<file path="config.mk">
export PLATFORM = sky130hd
export DESIGN_NAME = char_line_fetcher_flat
export DESIGN_NICKNAME = d
export VERILOG_FILES = /design/src/rtl/char_sprite_pkg.sv /design/src/rtl/char_rom_if.sv /design/src/rtl/char_line_buffer.sv /design/src/rtl/char_line_fetcher.sv /design/src/flat_wrapper.sv
export SDC_FILE = /design/constraint.sdc
export NUM_CORES = 1
export LEC_CHECK = 0
export BUFFER_PORTS_ARGS = -buffer_cell sky130_fd_sc_hd__buf_4
export CORE_UTILIZATION = 28
export CTS_BUF_LIST = sky130_fd_sc_hd__clkbuf_2
export DETAILED_ROUTE_END_ITERATION = 10
export PLACE_DENSITY = 0.41
export SYNTH_ARGS = -nofsm -noshare
export SYNTH_HDL_FRONTEND = slang
export SYNTH_SLANG_ARGS = --single-unit
export TNS_END_PERCENT = 30
</file>
<file path="constraint.sdc">
create_clock -name Clk -period 7.3 [get_ports Clk]
set_input_delay 0.73 -clock Clk [delete_from_list [all_inputs] [get_ports Clk]]
set_output_delay 0.73 -clock Clk [all_outputs]
set_load 0.02 [all_outputs]
</file>
<file path="src/rtl/char_sprite_pkg.sv">
// Shared constants and types for the character sprite line fetcher.
package char_sprite_pkg;

    localparam int SPRITE_W = 41;
    localparam int SPRITE_H = 65;
    localparam int ADDR_W   = 12;
    localparam int COL_W    = $clog2(SPRITE_W);

    typedef enum logic [1:0] {
        IDLE  = 2'd0,
        FETCH = 2'd1,
        READY = 2'd2
    } fetch_state_t;

    typedef logic [3:0] pal_idx_t;

endpackage

</file>
<file path="src/rtl/char_rom_if.sv">
// Sprite frame ROM read bus: address out from the fetcher, palette index back same cycle.
interface char_rom_if;
    import char_sprite_pkg::*;

    logic [ADDR_W-1:0] rom_addr;
    pal_idx_t          rom_idx;

    modport master (output rom_addr, input rom_idx);
    modport slave  (input rom_addr, output rom_idx);
endinterface

</file>
<file path="src/rtl/char_line_buffer.sv">
// One sprite row of palette indices: synchronous write, asynchronous read.
module char_line_buffer
    import char_sprite_pkg::*;
(
    input  logic             Clk,
    input  logic             we_i,
    input  logic [COL_W-1:0] waddr_i,
    input  pal_idx_t         wdata_i,
    input  logic [COL_W-1:0] raddr_i,
    output pal_idx_t         rdata_o
);

    pal_idx_t mem_q [SPRITE_W];

    // Row storage; contents are only trusted once a full fetch completes.
    always_ff @(posedge Clk) begin
        if (we_i) begin
            mem_q[waddr_i] <= wdata_i;
        end else begin
            mem_q[waddr_i] <= mem_q[waddr_i];
        end
    end

    assign rdata_o = mem_q[raddr_i];

endmodule

</file>
<file path="src/rtl/char_line_fetcher.sv">
// Fetches one sprite row per scanline into a line buffer and replays it against DrawX.
// Optional horizontal mirroring is enabled by defining CHAR_MIRROR_EN (adds the flip input).
module char_line_fetcher
    import char_sprite_pkg::*;
(
    input  logic        Clk,
    input  logic        Reset,
    input  logic        line_start,
    input  logic [9:0]  next_y,
    input  logic [9:0]  DrawX,
    input  logic [9:0]  Char_X,
    input  logic [9:0]  Char_Y,
    char_rom_if.master  rom,
    output logic        pixel_on,
    output pal_idx_t    lut_idx,
    output logic        fetch_busy
`ifdef CHAR_MIRROR_EN
    ,
    input  logic        flip
`endif
);

    fetch_state_t      state_q, state_d;
    logic [COL_W-1:0]  col_q, col_d;
    logic [6:0]        row_q, row_d;
    logic [9:0]        x0_q, x0_d;
    logic              line_valid_q, line_valid_d;
    logic [ADDR_W-1:0] rom_addr_q, rom_addr_d;
    logic              flip_q, flip_d;
    logic              fetch_busy_q;
    logic              pixel_on_q, pixel_on_d;
    pal_idx_t          lut_idx_q, lut_idx_d;

    logic [10:0]       row_s, dx_s;
    logic              row_ok_s, show_s, buf_we_s;
    logic [COL_W-1:0]  wr_col_s, rd_col_s;
    pal_idx_t          rd_data_s;

`ifdef CHAR_MIRROR_EN
    assign flip_d   = line_start ? flip : flip_q;
    assign wr_col_s = flip_q ? (COL_W'(SPRITE_W - 1) - col_q) : col_q;
`else
    assign flip_d   = 1'b0;
    assign wr_col_s = col_q;
`endif

    // Next-state logic: line_start always wins, so a mid-fetch pulse restarts from column 0.
    always_comb begin
        state_d      = state_q;
        col_d        = col_q;
        row_d        = row_q;
        x0_d         = x0_q;
        line_valid_d = line_valid_q;
        rom_addr_d   = rom_addr_q;
        buf_we_s     = 1'b0;
        row_s        = {1'b0, next_y} - {1'b0, Char_Y};
        row_ok_s     = (row_s[10] == 1'b0) && (row_s < 11'(SPRITE_H));
        if (line_start) begin
            x0_d         = Char_X;
            line_valid_d = 1'b0;
            col_d        = '0;
            if (row_ok_s) begin
                row_d   = row_s[6:0];
                state_d = FETCH;
            end else begin
                state_d = READY;
            end
        end else begin
            case (state_q)
                FETCH: begin
                    buf_we_s = 1'b1;
                    if (col_q == COL_W'(SPRITE_W - 1)) begin
                        state_d      = READY;
                        line_valid_d = 1'b1;
                    end else begin
                        col_d = col_q + COL_W'(1);
                    end
                end
                IDLE, READY: begin
                    state_d = state_q;
                end
                default: begin
                    state_d      = IDLE;
                    line_valid_d = 1'b0;
                end
            endcase
        end
        if (state_d == FETCH) begin
            rom_addr_d = ADDR_W'(row_d) * ADDR_W'(SPRITE_W) + ADDR_W'(col_d);
        end else begin
            rom_addr_d = rom_addr_q;
        end
    end

    // Pixel path: the buffer is hidden while it is being rewritten.
    always_comb begin
        dx_s     = {1'b0, DrawX} - {1'b0, x0_q};
        show_s   = line_valid_q && (state_q != FETCH) &&
                   (dx_s[10] == 1'b0) && (dx_s < 11'(SPRITE_W));
        rd_col_s = show_s ? dx_s[COL_W-1:0] : '0;
        if (show_s) begin
            lut_idx_d  = rd_data_s;
            pixel_on_d = (rd_data_s != 4'd0);
        end else begin
            lut_idx_d  = 4'd0;
            pixel_on_d = 1'b0;
        end
    end

    // State and output registers.
    always_ff @(posedge Clk) begin
        if (Reset) begin
            state_q      <= IDLE;
            col_q        <= '0;
            row_q        <= 7'd0;
            x0_q         <= 10'd0;
            line_valid_q <= 1'b0;
            rom_addr_q   <= '0;
            flip_q       <= 1'b0;
            fetch_busy_q <= 1'b0;
            pixel_on_q   <= 1'b0;
            lut_idx_q    <= 4'd0;
        end else begin
            state_q      <= state_d;
            col_q        <= col_d;
            row_q        <= row_d;
            x0_q         <= x0_d;
            line_valid_q <= line_valid_d;
            rom_addr_q   <= rom_addr_d;
            flip_q       <= flip_d;
            fetch_busy_q <= (state_d == FETCH);
            pixel_on_q   <= pixel_on_d;
            lut_idx_q    <= lut_idx_d;
        end
    end

    char_line_buffer u_buf (
        .Clk     (Clk),
        .we_i    (buf_we_s),
        .waddr_i (wr_col_s),
        .wdata_i (rom.rom_idx),
        .raddr_i (rd_col_s),
        .rdata_o (rd_data_s)
    );

    assign rom.rom_addr = rom_addr_q;
    assign pixel_on     = pixel_on_q;
    assign lut_idx      = lut_idx_q;
    assign fetch_busy   = fetch_busy_q;

endmodule

</file>
<file path="src/flat_wrapper.sv">
// flat-port wrapper written by rule: the top's interface ports become plain ports
module char_line_fetcher_flat import char_sprite_pkg::*;
  (Clk, Reset, line_start, next_y, DrawX, Char_X, Char_Y, pixel_on, lut_idx, fetch_busy, rom_rom_addr, rom_rom_idx);
  char_rom_if rom_i ();
  input  logic Clk;
  input  logic Reset;
  input  logic line_start;
  input  logic [9:0] next_y;
  input  logic [9:0] DrawX;
  input  logic [9:0] Char_X;
  input  logic [9:0] Char_Y;
  output logic pixel_on;
  output pal_idx_t lut_idx;
  output logic fetch_busy;
  output wire logic [$bits(rom_i.rom_addr)-1:0] rom_rom_addr;
  input wire logic [$bits(rom_i.rom_idx)-1:0] rom_rom_idx;
  assign rom_rom_addr = rom_i.rom_addr;
  assign rom_i.rom_idx = rom_rom_idx;
  char_line_fetcher u_core (.Clk(Clk), .Reset(Reset), .line_start(line_start), .next_y(next_y), .DrawX(DrawX), .Char_X(Char_X), .Char_Y(Char_Y), .rom(rom_i), .pixel_on(pixel_on), .lut_idx(lut_idx), .fetch_busy(fetch_busy));
endmodule
</file>
[Word level (Yosys, flattened, before mapping)]
Memories as Yosys holds them, arrays and structs flattened.
Index checks and enable logic that the tools add are counted.
Operators by class
  $add $sub $neg: 4
  multiply operators: 1
  magnitude comparators: 2
  equality and inequality tests: 7
  mux-type cells: 18
  bitwise operators: 5
  reduce and logical (&&, ||, !) cells: 11
Operators with widths (count)
  6-bit two-way mux: 4
  10-bit by 10-bit subtractor with 11-bit output: 2
  7-bit two-way mux: 2
  12-bit by 6-bit adder with 12-bit output: 1
  7-bit by 6-bit multiplier with 12-bit output (second input constant): 1
  11-bit by 6-bit < comparator with 1-bit output (second input constant): 1
  11-bit by 7-bit < comparator with 1-bit output (second input constant): 1
  6-bit by 1-bit adder with 6-bit output (second input constant): 1
  6-bit equality test (second input constant): 1
  1-bit two-way mux: 6
  2-bit two-way mux: 3
  2-bit OR reduction: 3
  2-bit by 1-bit equality test with 1-bit output (second input constant): 2
  1-bit logical AND: 4
  4-bit two-way mux: 1
  2-bit by 1-bit inequality test with 1-bit output (second input constant): 2
  1-bit inverter: 4
  2-bit one-hot mux with 2 select lines: 1
  2-bit AND reduction: 2
  4-bit nonzero test: 1
  2-bit equality test (second input constant): 1
  2-bit logical NOT: 1
  1-bit one-hot mux with 2 select lines: 1
  0-bit inequality test: 1
  1-bit bitwise OR: 1
Word-level totals
  flip-flop bits (word level): 44
  bits in writable memories: 164
  output and inout port bits: 18
  word-level logic and storage cells: 58
  memories kept: 1
Memory list
  u_core.u_buf.mem_q: words 41, width 4, read ports 1, clocked after Yosys merged registers in 0, wr ports 1, line char_line_buffer.sv:13  | pal_idx_t mem_q [SPRITE_W];

[Logic depth before layout (Yosys ltp)]
Gate-level depths: netlist of run 1.
  depth in word-level cells: 7
  mapped depth: 27
  depth with buffers taken out: 26

[Hierarchy]
A second synthesis of run 1 with hierarchy kept.
Second synthesis, totals
  cells, all modules: 783
  area, all modules: 10437.5 um2
By module, submodules not included
  char_line_buffer: times used 1, cells each 383, area an instance 6881.6 um2, sequential area each 4924.7 um2
  char_line_fetcher: times used 1, cells each 400, area an instance 3555.9 um2, sequential area each 880.8 um2

[Worst setup path before layout of run 1]
Ideal clock, no wire load.
  path type: input -> register
  start point: input next_y[0]
  end point: register u_core.rom_addr_q[11] (netlist: u_core.rom.rom_addr[11])
  arrival: 6.012 ns
  data required time: 7.183 ns
  path slack: 1.171 ns
  stages: 24
  cells stage by stage: inv_1 -> ha_1 -> fa_1 -> inv_1 -> or3_1 -> a2111oi_0 -> or3_1 -> clkbuf_1 -> nand3_1 -> mux2_2 -> ha_1 -> ha_1 -> ha_1 -> inv_1 -> fa_1 -> inv_1 -> ha_1 -> a21boi_0 -> o21ai_0 -> a21oi_1 -> o2111a_1 -> a211oi_1 -> xnor2_1 -> a22o_1
On the way
  longest elaborated chain between the ends: 7
Ends and longest elaborated chain
  start: declaration: line flat_wrapper.sv:8  | input logic [9:0] next_y;
  10-bit by 10-bit subtractor with 11-bit output (*): line char_line_fetcher.sv:56  | row_s = {1'b0, next_y} - {1'b0, Char_Y};
  11-bit by 7-bit < comparator with 1-bit output or 1-bit inverter (tied branches): line char_line_fetcher.sv:57  | row_ok_s = (row_s[10] == 1'b0) && (row_s < 11'(SPRITE_H));
  1-bit logical AND: line char_line_fetcher.sv:57
  7-bit two-way mux (*): line char_line_fetcher.sv:62  | if (row_ok_s) begin
  7-bit two-way mux (*): line char_line_fetcher.sv:58  | if (line_start) begin
  named net u_core.row_d[2]: line char_line_fetcher.sv:25  | logic [6:0] row_q, row_d;
  7-bit by 6-bit multiplier with 12-bit output (*): line char_line_fetcher.sv:89  | rom_addr_d = ADDR_W'(row_d) * ADDR_W'(SPRITE_W) + ADDR_W'(col_d);
  12-bit by 6-bit adder with 12-bit output (*): line char_line_fetcher.sv:89
  end signal: assignment: line char_line_fetcher.sv:129  | rom_addr_q <= rom_addr_d;
  end: declaration: line char_line_fetcher.sv:28  | logic [ADDR_W-1:0] rom_addr_q, rom_addr_d;
Mark *: on every way through the listed nets, which the timed path passes. The rest lies on a longest branch.
A chain may end at the register's enable or synchronous reset.

[Worst setup path in the final report of run 1]
Ends and elaborated chain as after synthesis.

==> results of run 1 <==
## layer usage
| layer | vias to the layer above | share of wire, % |
|---|---|---|
| met3 | 46 | 4.3 |
| met2 | 145 | 47 |
| met4 | 0 | 2.5 |
| met1 | 3187 | 47 |
| met5 | - | 0 |
| li1 | 3208 | - |
## cell usage after synthesis, drive strengths merged, types with 4 or more instances
cell type  number
a31oi           8
clkbuf         19
nor2          102
a21oi          22
mux2i          32
xor2           10
a21o            7
mux2            7
o21a            4
nor3           16
xnor2          15
edfxtp        164
and2            4
nand2b          5
inv            42
nor3b           4
o21ai          29
a211oi          8
nand3          16
fa              5
nand2          34
o221ai          4
ha             61
mux4           32
nor2b          19
dfxtp          44
or2             4
buf            12
or3             8
## path summary, 6_finish.rpt
kind                                                 start                              endpoint  slack [ps]  cells after the start
worst max-delay path                             next_y[0]  u_core.rom.rom_addr[11]$_SDFFE_PP0P_        1320                     26
worst min-delay path                        rom_rom_idx[2]    u_core.u_buf.mem_q[5][2]$_DFFE_PP_         300                      1
worst max register to register  u_core.col_q[3]$_SDFF_PP0_  u_core.rom.rom_addr[11]$_SDFFE_PP0P_        3110                     18
worst min register to register  u_core.row_q[1]$_SDFF_PP0_            u_core.row_q[1]$_SDFF_PP0_         460                      2
## power breakdown
group	total [mW]	internal (mW)	switching, mW
registers	1.28	1.28	0.00264
clock network	0.909	0.402	0.507
logic	0.387	0.161	0.227
## worst register-to-register path, delay by kind of cell (launching register included)
kind / cells / cell delay (ps)
AO/OA/AOI/OAI: 6 / 1210
XOR/XNOR: 2 / 230
buffers and inverters: 1 / 60
AND/OR/NAND/NOR: 6 / 1410
adder cells (fa/ha/maj): 3 / 720
flip-flops: 1 / 490
## cells by family after synthesis
group	Yosys count
AND/OR/NAND/NOR	227
flip-flops	208
AO/OA/AOI/OAI	113
buffers and inverters	73
multiplexers	71
adder cells (fa/ha/maj)	66
XOR/XNOR	25
## layout by cell type (no fill, tap or decap), types with 22 or more instances in the layout
cell,n
ha_1,60
mux2i_1,32
a21oi_1,22
nor2_1,102
buf_4,73
dfxtp_1,44
mux4_2,30
clkbuf_2,78
edfxtp_1,164
inv_1,42
nand2_1,34
o21ai_0,27
## stage by stage
| stage | instance area (um2) | cells | total power, mW | setup WS (ps) | hold slack (ps) |
|---|---|---|---|---|---|
| finish | 11900 | 1399 | 2.58 | 1320 | 301 |
| global route | 11900 | 1399 | 2.73 | 857 | 211 |
| CTS | 11900 | 1398 | 2.64 | 1370 | 174 |
| detailed placement | 11200 | 1286 | 1.70 | 391 | 455 |
| global placement | 11200 | 1286 | 1.70 | 487 | 462 |
| floorplan | 10200 | 783 | 1.56 | 1170 | 444 |
## state kept, by name (all words and copies together), names as in the netlist
name,flops
u_core.state_q,2
u_core.u_buf.mem_q,164
u_core.lut_idx,4
u_core.row_q,7
u_core.rom.rom_addr,12
u_core.line_valid_q,1
u_core.pixel_on,1
u_core.x0_q,10
u_core.fetch_busy,1
u_core.col_q,6
## final cells by class
class,count,area share (%)
inverters,42,1.33
multi-input cells,502,34.6
diodes,1,0.0211
well taps,461,4.86
repair buffers,83,5.46
clock inverters,24,1.53
clock buffers,78,3.29
flip-flops and latches,208,49.0
==> run metrics, run 1 <==
Compound-Gate Fraction of Synth Area under 10%; grt ovf 0; met2 usage between 20% and 30%; Crit Path Max Fanout 8; Most common cell on crit path ha_1; DRC Markers 8; Final Slew Violations 0; CTS tree done; die area ~37000 um2; clk_lat worst skew about 900 ps; Power Density roughly 220 nW/um2; die width a little under 200 um; # fillers around 3.6k; CP top delay family compound AO/OA/AOI/OAI gates; Synthesis Warnings 0; Iter 0 DRT Violations 255; Post-Route WL approximately 25000 um; Synth Area in XOR/XNOR approximately 2.3%; M1 GR Usage between 10% and 20%; Post-CTS Resized 0; vias in the first global route 6908; post-route ant nets 0; Synth Area in Adders approximately 8.5%; Final Cycle Share 82.0%; Clock Root Buffer clkbuf_2; Clock Tree Buf Depth 3; Max VDD drop between 0.0001 and 0.00015 V; Via Count ~6.6k; Worst setup SP type input pin; register area 5810 um2; DRT Pass-1 Iters 8; Synth top area share between 40% and 50%; Final Hold Vio Count 0; status finished, violations left; post-synth cell types 67; # Post-CTS Setup Buffers 0; Mapped Cells just under 800; chip height just under 200 um; largest net degree at the start of global routing between 40 and 50; most used routing layer met2; met3 usage 2.95%; H-tree depth 2; Area Growth Syn to Fin 16.5%; gpl congestion 0.719; GRT Total Usage 14.3%; initial antenna violation count 1; Starting Density approximately 29%; port bufs between 60 and 70; Max-slew headroom 42.0%; dpl hpwl approximately 17000 um; Setup TNS 0 ps; post-layout min period 5980 ps; CTS clk-pin slew, worst paths 120 ps; Worst Clk Skew roughly 77 ps; achievable frequency approximately 0.17 GHz; crit-path max cell delay 490 ps; Primary FF master, synth edfxtp_1; TritonCTS Sinks approximately 210; TritonCTS buffer count 60; area of the multi-input gates around 4100 um2; kind of critical path input pin to flip-flop; Slew @ Worst Pin 869 ps; # setup viols final 0; num rows slightly below 70; Post-Syn Area per Cell ~13 um2; area leader, netlist edfxtp_1; layout net count between 1k and 1.5k; largest family of logic cells by synthesized area multiplexers; RSZ-0062 raised after global routing no; Routed wire per std cell about 18 um; Worst Path Arrival between 6000 and 7000 ps; first-pass GRT wire length 39700 um; Leak 4.67 nW; net count after synthesis roughly 900; MaxCap Viol Count 0; register area share after synthesis between 50% and 60%; Synth Cell Area approximately 10000 um2; Hold Buf Count CTS 10; Worst Path Required between 8000 and 9000 ps; layout cells sized above 1 between 20% and 30%; total core area 35700 um2; Async S/R FF share, synth 0%; Synth Area in Simple Gates approximately a tenth; failing checks design-rule violations; I/O Pins 65; Crit-path slowest cell fa_1; post-synthesis mux area share between 10% and 20%; vias per std cell about 4.7; critical path endpoint category flip-flop; fin util 33.3%; Seq cells post-synth 208; Area contributors post-synth edfxtp_1, dfxtp_1, ha_1; EDFF count, synth about 160; worst hold path type input pin to flip-flop; Worst Path Buf+Inv 4
Note: power is estimated with default switching activity, not from simulation.
==> inputs of run 2 (changes only) <==
--- a/config.mk
+++ b/config.mk
@@ -5,6 +5,7 @@
 export SDC_FILE = /design/constraint.sdc
 export NUM_CORES = 1
 export LEC_CHECK = 0
+export ABC_AREA = 1
 export BUFFER_PORTS_ARGS = -buffer_cell sky130_fd_sc_hd__buf_4
 export CORE_UTILIZATION = 28
 export CTS_BUF_LIST = sky130_fd_sc_hd__clkbuf_2
==> constraint.sdc (replaced) <==
create_clock -name Clk -period 6.02 [get_ports Clk]
set_input_delay 0.602 -clock Clk [delete_from_list [all_inputs] [get_ports Clk]]
set_output_delay 0.602 -clock Clk [all_outputs]
set_load 0.02 [all_outputs]
==> run 2 against run 1 <==
  * The flow now finishes without violations
  * First-iteration DRC count grew 66%
  * Non-clock buffer count rose by 35
  * Worst hold slack lost 180 ps
  * Synthesized cell count increased by 51%
  * Critical path depth is 10 higher
  * Sequential power increased by 22%
  * Critical path type unchanged
  * Highest routed layer is now met5
==> run metrics, run 2 <==
status finished clean; setup slack, reg-to-reg about 2100 ps; grt ovf 0; Sequential Power Share 52.8%; post-place setup slack -19.8 ps; RSZ-0062 raised after global routing no; register with the highest flop count u_core.u_buf.mem_q; EDFF count, synth around 160; Crit-path slowest cell dlygate4sd3_1; Final Slew Violations 0; top-count cell post-synth inv_1; Async S/R FF share, synth 0%; post-route ant nets 0; Clock Power Share around 36%; total core area ~38000 um2; TritonCTS Sinks around 210; most common cell after layout, fill and taps aside inv_1; Fin Hold WS approximately 120 ps; gpl congestion around 0.78; GRT Total Usage about 16%; Crit Path Max Fanout 8; num rows 71; TritonCTS buffer count a little under 60; post-layout min period 5510 ps; switching share of power between 20% and 30%; initial antenna violation count 2; Worst setup SP type input pin; first-pass GRT wire length 47900 um; largest net degree at the start of global routing 43; DRT Pass-1 Iters 5; Synthesis Warnings 0; # Post-CTS Setup Buffers 0; Starting Density 28.7%; Mapped Cells approximately 1.2k; CTS clk-pin slew, worst paths between 100 and 150 ps; post-synth cell types 38; port bufs 64; logic gate share of total power approximately an eighth; Worst Path Required slightly below 7000 ps; worst r2r src u_core.state_q[0]$_SDFF_PP0_; net count after synthesis between 1k and 1.5k; Max VDD drop around 0.000085 V; register area share after synthesis a little over half; cell internal pwr 2.10 mW; Placed Cells 1744; worst hold path type input pin to flip-flop; chip height between 150 and 200 um; vias per std cell about 4.6; layout cells sized above 1 ~18%; fin util between 30 and 40%; Power Density ~230 nW/um2; Area after DPL roughly 12000 um2; Leak about 5.7 nW; Iter 0 DRT Violations ~420; most frequent cells in the layout inv_1, nand2_1, edfxtp_1, nor2_1, nand3_1; r2r endpoint u_core.rom.rom_addr[11]$_SDFFE_PP0P_; area leader, netlist edfxtp_1; achievable frequency about 0.18 GHz; # fillers approximately 4k; Final Hold Vio Count 0; worst setup path end u_core.rom.rom_addr[11]$_SDFFE_PP0P_; Via Count 8544; crit path launch Char_Y[0]; area of the multi-input gates between 4000 and 5000 um2; Post-Route WL approximately 30000 um; Max-slew headroom 15.6%; layout net count around 1.4k; Setup TNS 0 ps; DRC Markers 0; Seq cells post-synth 208; Synth Cell Area 10900 um2; P_sw 853 uW; I/O Pins 65; Synth top area share between 40% and 50%; dpl hpwl approximately 19000 um; MaxCap Viol Count 0; H-tree depth 2; Area Growth Syn to Fin 17.5%; Final Cycle Share 91.5%; top cell types by occurrence after synthesis inv_1, nand2_1, edfxtp_1; critical path endpoint category flip-flop; Post-Syn Area per Cell just over 9 um2; Worst Path Arrival approximately 6400 ps; Worst R2R Path Depth 24; crit-path max cell delay approximately 540 ps; max reg flops approximately 160; Clock Root Buffer clkbuf_2; register area 5810 um2; # setup viols final 0; die width 199 um; die area between 30000 and 40000 um2; clk_lat worst skew between 900 and 1000 ps; Clock Tree Buf Depth 3; Tot Pwr around 2.9 mW; Slew @ Worst Pin 1250 ps; CTS tree done; final setup margin between 500 and 600 ps; kind of critical path input pin to flip-flop; Cell Count, Final, Fillers Out about 1.9k; final instance area 12800 um2; Primary FF master, synth edfxtp_1; Routed wire per std cell roughly 16 um; Area contributors post-synth edfxtp_1, dfxtp_1, ha_1; vias in the first global route between 8k and 9k; Worst Clk Skew approximately 110 ps
-- run 2: changes by cell type after synthesis, moves of 19 or more --
| cell | before | now |
|---|---|---|
| nor2_1 | 102 | 147 |
| mux2i_1 | 32 | 0 |
| nor2b_1 | 19 | 0 |
| nand4_1 | 3 | 44 |
| mux4_2 | 30 | 0 |
| nand2_1 | 34 | 166 |
| inv_1 | 42 | 176 |
| nand3_1 | 16 | 134 |
-- run 2: cell families (layout without fill, tap and decap cells) --
family          after synthesis  after routing  synth area share (%)
compound gates              115            115                  6.29
xor+xnor                     19             19                  1.53
fa+ha+maj                    66             66                  7.92
buf+inv                     231            410                  8.39
flops                       208            208                  53.2
other cells                   0              1                     0
simple gates                540            540                  22.6
-- run 2: layer usage --
layer / share of wire [%] / track usage (%) / vias up
met5: 0.043 / 0 / -
met4: 2.0 / 5.85 / 2
met3: 5.0 / 3.27 / 50
met2: 45 / 25.4 / 196
met1: 48 / 21.4 / 4004
li1: - / - / 4292
-- run 2: repair_timing --
item                                    CTS  global route
hold buffers                             17             0
resized for setup                         0             6
endpoints found under the setup margin    0             1
hold endpoints to repair                 24             0
-- run 2: worst min-delay path by stage --
stage | start | end | cells after the start
6_report | rom_rom_idx[3] | u_core.u_buf.mem_q[12][3]$_DFFE_PP_ | 1
3_5_place_dp | u_core.x0_q[7]$_SDFFE_PP0P_ | u_core.x0_q[7]$_SDFFE_PP0P_ | 2
2_1_floorplan | u_core.x0_q[2]$_SDFFE_PP0P_ | u_core.x0_q[2]$_SDFFE_PP0P_ | 2
5_1_grt | rom_rom_idx[3] | u_core.u_buf.mem_q[1][3]$_DFFE_PP_ | 1
3_3_place_gp | u_core.x0_q[3]$_SDFFE_PP0P_ | u_core.x0_q[3]$_SDFFE_PP0P_ | 2
4_1_cts | rom_rom_idx[3] | u_core.u_buf.mem_q[36][3]$_DFFE_PP_ | 1
-- run 2: worst max-delay path, delay by kind of cell --
family	cells	cell delay, ps
AOI/OAI and AO/OA	10	1320
and+or+nand+nor	9	840
adders and majority gates	7	2260
xor gates and xnor gates	1	180
buffers and inverters	9	1180
-- run 2: layout make-up --
| cell class | instances | area share (%) |
|---|---|---|
| Timing Repair Buffer | 118 | 7.25 |
| Antenna cell | 1 | 0.0195 |
| Multi-Input combinational cell | 740 | 32.9 |
| Clock buffer | 94 | 3.67 |
| Sequential cell | 208 | 45.3 |
| Tap cell | 511 | 4.99 |
| Inverter | 184 | 5.39 |
| Clock inverter | 14 | 0.488 |
-- run 2: power groups by stage --
| stage | Sequential, mW | Combinational [mW] | Clock [mW] |
|---|---|---|---|
| 3_3_place_gp | 1.59 | 0.341 | 0 |
| 5_1_grt | 1.56 | 0.392 | 1.17 |
| 4_1_cts | 1.56 | 0.351 | 1.11 |
| 6_report | 1.56 | 0.346 | 1.05 |
| 2_1_floorplan | 1.59 | 0.199 | 0 |
| 3_5_place_dp | 1.59 | 0.339 | 0 |
